<file path="src/rtl/serial_arith_pkg.sv">
// Shared definitions for the bit-serial arithmetic blocks: FSM state encoding
// and the bit-counter width derived from the operand width.
package serial_arith_pkg;

    typedef enum logic [1:0] {
        StIdle = 2'd0,
        StRun  = 2'd1,
        StDone = 2'd2
    } state_e;

    // A single-bit operand still needs a one-bit counter to hold index 0.
    function automatic int unsigned cnt_width(input int unsigned width);
        return (width > 1) ? $clog2(width) : 1;
    endfunction

endpackage

</file>
<file path="src/rtl/full_subtractor.sv">
// Single-bit full subtractor: d = a - b - bin, with borrow out.
module full_subtractor (
    input  logic a,
    input  logic b,
    input  logic bin,
    output logic d,
    output logic bout
);

    assign d    = a ^ b ^ bin;
    assign bout = (~a & b) | (~(a ^ b) & bin);

endmodule

</file>
<file path="src/rtl/serial_subtractor.sv">
// Bit-serial A - B, LSB first, one bit per clock, framed by a start/done handshake.
// Results are held from the done cycle until the next accepted start.
module serial_subtractor
    import serial_arith_pkg::*;
#(
    parameter int unsigned WIDTH = 8
) (
    input  logic             clk,
    input  logic             rst,
    input  logic             start,
    input  logic [WIDTH-1:0] a,
    input  logic [WIDTH-1:0] b,
    output logic             busy,
    output logic             done,
    output logic [WIDTH-1:0] diff,
    output logic             borrow,
    output logic             overflow
);

    localparam int unsigned          CntW    = cnt_width(WIDTH);
    localparam logic [CntW-1:0]      CntLast = CntW'(WIDTH - 1);

    state_e            state_q, state_d;
    logic [WIDTH-1:0]  a_q, a_d;
    logic [WIDTH-1:0]  b_q, b_d;
    logic [WIDTH-1:0]  diff_q, diff_d;
    logic [CntW-1:0]   cnt_q, cnt_d;
    logic              bin_q, bin_d;
    logic              a_msb_q, a_msb_d;
    logic              b_msb_q, b_msb_d;
    logic              borrow_q, borrow_d;
    logic              overflow_q, overflow_d;

    logic              bit_d;
    logic              bit_bout;
    logic [WIDTH:0]    diff_shift;

    full_subtractor u_full_subtractor (
        .a    (a_q[0]),
        .b    (b_q[0]),
        .bin  (bin_q),
        .d    (bit_d),
        .bout (bit_bout)
    );

    // New result bit enters from the MSB side; works for WIDTH == 1 as well.
    assign diff_shift = {bit_d, diff_q};

    always_comb begin
        state_d    = state_q;
        a_d        = a_q;
        b_d        = b_q;
        diff_d     = diff_q;
        cnt_d      = cnt_q;
        bin_d      = bin_q;
        a_msb_d    = a_msb_q;
        b_msb_d    = b_msb_q;
        borrow_d   = borrow_q;
        overflow_d = overflow_q;

        unique case (state_q)
            StIdle, StDone: begin
                if (start) begin
                    state_d = StRun;
                    a_d     = a;
                    b_d     = b;
                    a_msb_d = a[WIDTH-1];
                    b_msb_d = b[WIDTH-1];
                    bin_d   = 1'b0;
                    cnt_d   = '0;
                end else begin
                    state_d = StIdle;
                end
            end
            StRun: begin
                a_d    = a_q >> 1;
                b_d    = b_q >> 1;
                diff_d = diff_shift[WIDTH:1];
                bin_d  = bit_bout;
                if (cnt_q == CntLast) begin
                    state_d    = StDone;
                    borrow_d   = bit_bout;
                    // Signed overflow only when operand signs differ and the result sign flips.
                    overflow_d = (a_msb_q != b_msb_q) && (bit_d != a_msb_q);
                    cnt_d      = '0;
                end else begin
                    cnt_d = cnt_q + 1'b1;
                end
            end
            default: state_d = StIdle;
        endcase
    end

    always_ff @(posedge clk) begin
        if (rst) begin
            state_q    <= StIdle;
            a_q        <= '0;
            b_q        <= '0;
            diff_q     <= '0;
            cnt_q      <= '0;
            bin_q      <= 1'b0;
            a_msb_q    <= 1'b0;
            b_msb_q    <= 1'b0;
            borrow_q   <= 1'b0;
            overflow_q <= 1'b0;
        end else begin
            state_q    <= state_d;
            a_q        <= a_d;
            b_q        <= b_d;
            diff_q     <= diff_d;
            cnt_q      <= cnt_d;
            bin_q      <= bin_d;
            a_msb_q    <= a_msb_d;
            b_msb_q    <= b_msb_d;
            borrow_q   <= borrow_d;
            overflow_q <= overflow_d;
        end
    end

    assign busy     = (state_q == StRun);
    assign done     = (state_q == StDone);
    assign diff     = diff_q;
    assign borrow   = borrow_q;
    assign overflow = overflow_q;

endmodule
</file>
<file path="config.mk">
export PLATFORM = sky130hd
export DESIGN_NAME = serial_subtractor
export DESIGN_NICKNAME = d
export VERILOG_FILES = /design/src/rtl/serial_arith_pkg.sv /design/src/rtl/full_subtractor.sv /design/src/rtl/serial_subtractor.sv
export SDC_FILE = /design/constraint.sdc
export NUM_CORES = 1
export LEC_CHECK = 0
export ABC_AREA = 0
export CAP_MARGIN = 25
export CORE_AREA = 5 5 57 59
export CTS_BUF_LIST = sky130_fd_sc_hd__clkbuf_4
export CTS_CLUSTER_SIZE = 40
export DETAILED_ROUTE_END_ITERATION = 10
export DIE_AREA = 0 0 62 64
export PLACE_DENSITY = 0.84
export SLEW_MARGIN = 20
export SYNTH_ARGS = -nofsm -noshare
export SYNTH_HDL_FRONTEND = slang
export SYNTH_HIERARCHICAL = 1
export SYNTH_SLANG_ARGS = --single-unit
</file>
<file path="constraint.sdc">
create_clock -name clk -period 2.8 [get_ports clk]
set_clock_uncertainty 0.2 [all_clocks]
set_input_delay 0.28 -clock clk [delete_from_list [all_inputs] [get_ports clk]]
set_output_delay 0.28 -clock clk [all_outputs]
set_load 0.02 [all_outputs]
</file>
==> flow_summary.ini <==
[yosys]
syn-num-nets = 195
seq_area_frac_synth_pct = 48.10
synth_seq_cells = 34
ys_warn_count = 6
yosys-top-cells-area = dfxtp_1, nand2_1, a311oi_1, a21oi_1, nor2_1
synth.avg_cell_area_um2 = 8.180
synth_top_area_share_pct = 48.10
syn_area_mm2 = 0.001415
synth_top_cell_by_area = dfxtp_1
synthDistinctLibCells = 25
netlist_instances = 173

[route]
vias = 1270
drt_first_pass_iters = 4
wire_per_inst_um = 13.02
wirelength_um = 3008
drt_iter0_markers = 66
avgViaCountPerCell = 5.498
ant_nets = 0
drc = 0

[sta]
slew_headroom_pct = 69.69
finalCritPeriodShare_pct = 78.52
setup_viol = 0
worst_slack_ns = 0.6014
finalSetupTns_ns = 0
max_slew.worst_pin.slew_ns = 0.4546
slew_viol_final = 0
final_hold_viol_count = 0
period_needed_ns = 2.199
max_clock_freq_mhz = 454.8
rsz0062_at_grt = no

[worst_setup_path]
cp_top_family = buffers and inverters
crit_chain = nand2b_1 -> inv_2 -> clkdlybuf4s50_1
reg2regPathDepth = 5
cp.buffers_inverters = 2
cp.depth = 3
critPathLaunchType = flip-flop
required_ns = 2.32
rrSetupSlack_ns = 1.14
endpoint = busy
critPathSlowestCell = clkdlybuf4s50_1
max_stage_delay_ns = 0.64
cp-end-kind = output pin
startpoint = state_q[0]
critical_path_class = reg2out
arrival_ns = 1.72
path_max_fanout = 14
r2r_end = overflow
r2r_start = b_q[0]

[place]
hpwl_um = 2020
gp_congestion = 0.7344
dpl-instance-area_mm2 = 0.001693
portBuffers = 30
place_ws_ns = 0.9937

[global_route]
grt_pass1_wl_um = 5043
met1_usage_pct = 19.03
grt_max_degree = 44
grt_pass1_vias = 1193
track_usage_pct = 16.55
grt_busiest_layer = met2
met3_usage_pct = 6.439
antenna_found_initial = 0
use_met2_pct = 27.07
gr-total-overflow = 0

[power]
vdd_ir_drop_max_mv = 0.4319
p_int_mw = 0.6769
clkPwrFrac_pct = 28.1
power_frac_comb_pct = 14.8
power.density_mw_per_mm2 = 529.8
seqPwrFrac_pct = 57.1
leakage_nw = 0.6495
p_switching_mw = 0.2486
switching_share_pct = 26.86

[finish]
design_area_mm2 = 0.001747
final_core_util_pct = 65.60
num_antenna_cells = 0
area_growth_pct = 23.43
fillCellCount = 238
drive_gt1_share_pct = 6.500
finalNetCount = 221

[floorplanning]
start_util_pct = 53.15
die_h_um = 64
dieArea_mm2 = 0.003968
fp.dieW_um = 62
rows = 19
core_mm2 = 0.002663
num_io_pins = 31

[clocking]
clock-sinks = 34
cts_root_buf = clkbuf_4
clk_pin_slew_ns = 0.09
numCtsBuffers = 5
cts_resized = 0
cts_setup_buffers = 0
cts_hold_buf = 0
worst_skew_pair.late_latency_ns = 0.34
cts_tree = yes
h-tree-depth = 2
clock_path_buffers = 2

[run_status]
status = completed

[run]
maxCapViolations = 0

[worst_hold_path]
worstHoldPathType = reg2reg
-- power by group through the flow --
stage | clock, mW | combinational, mW | sequential (mW)
after floorplan | 0 | 0.0951 | 0.537
after global placement | 0 | 0.133 | 0.538
after detailed placement | 0 | 0.137 | 0.540
after CTS | 0.275 | 0.137 | 0.529
after global routing | 0.298 | 0.153 | 0.533
final | 0.260 | 0.137 | 0.529
-- logic make-up (layout without fill, tap and decap cells) --
logic type / after synthesis / count (layout) / share of synthesized area, %
AND/OR/NAND/NOR: 85 / 85 / 25.64
flip-flops: 34 / 34 / 48.10
AO/OA/AOI/OAI: 33 / 33 / 16.09
buffers and inverters: 18 / 45 / 6.985
adder cells (fa/ha/maj): 3 / 3 / 3.183
-- stage by stage --
stage	total power [mW]	hold WS [ns]	std cells
floorplan	0.6323	0.2386	173
global placement	0.6710	0.2460	223
detailed placement	0.6762	0.2501	223
CTS	0.9404	0.2667	231
global route	0.9844	0.2918	231
finish	0.9255	0.2638	231
-- worst register-to-register path, stage by stage, from the launching register on --
cell,delay (ns)
dfxtp_1,0.34
inv_1,0.06
fa_1,0.50
and3b_1,0.19
nor3_1,0.18
nor3_1,0.08
-- worst min-delay path by stage --
stage / start / end / cells past startpoint
after detailed placement: borrow / borrow / 2
after CTS: borrow / borrow / 2
after global placement: diff[0] / diff[0] / 2
after floorplan: a[7] / a_msb_q / 2
final: borrow / borrow / 2
after global routing: borrow / borrow / 2
-- cell usage after synthesis (all sizes together) --
cell type	instances
nor3b	1
dfxtp	34
a21oi	17
fa	1
ha	2
and3b	1
nand2	51
nor2	17
nor2b	2
nor3	2
nand3	6
buf	10
inv	4
a311oi	14
nor4b	1
a31oi	1
nand2b	2
nand3b	2
clkbuf	4
o21a	1
-- state kept, by name (all words and copies together), names as in the netlist --
name	count
b_msb_q	1
b_q	8
a_q	8
overflow	1
a_msb_q	1
bin_q	1
cnt_q	3
state_q	2
borrow	1
diff	8
-- placed cells by master, fill, tap and decap left out, types with 2 or more instances in the layout --
cell / n
a21oi_1: 17
a311oi_1: 13
buf_4: 3
clkbuf_4: 6
clkdlybuf4s50_1: 30
dfxtp_1: 34
ha_1: 2
inv_1: 3
nand2_1: 51
nand3_1: 6
nand3b_1: 2
nor2_1: 17
nor2b_1: 2
nor3_1: 2
-- cell type report --
| class | instances | area, um^2 | share of cell area (%) |
|---|---|---|---|
| clock buffers | 6 | 45.04 | 2.579 |
| inverters | 4 | 15.01 | 0.8596 |
| flip-flops and latches | 34 | 680.7 | 38.97 |
| clock inverters | 2 | 8.758 | 0.5014 |
| well taps | 31 | 38.79 | 2.221 |
| repair buffers | 33 | 322.8 | 18.48 |
| multi-input cells | 121 | 635.6 | 36.39 |
-- per-layer routing --
| metal | part of all wire, % | up-vias | wire length (um) |
|---|---|---|---|
| li1 | - | 638 | - |
| met1 | 44 | 598 | 1311 |
| met2 | 48 | 27 | 1431 |
| met3 | 7.4 | 7 | 222 |
| met4 | 1.4 | 0 | 43 |
| met5 | 0 | - | 0 |
No activity file was read; power rests on OpenSTA's default activity.
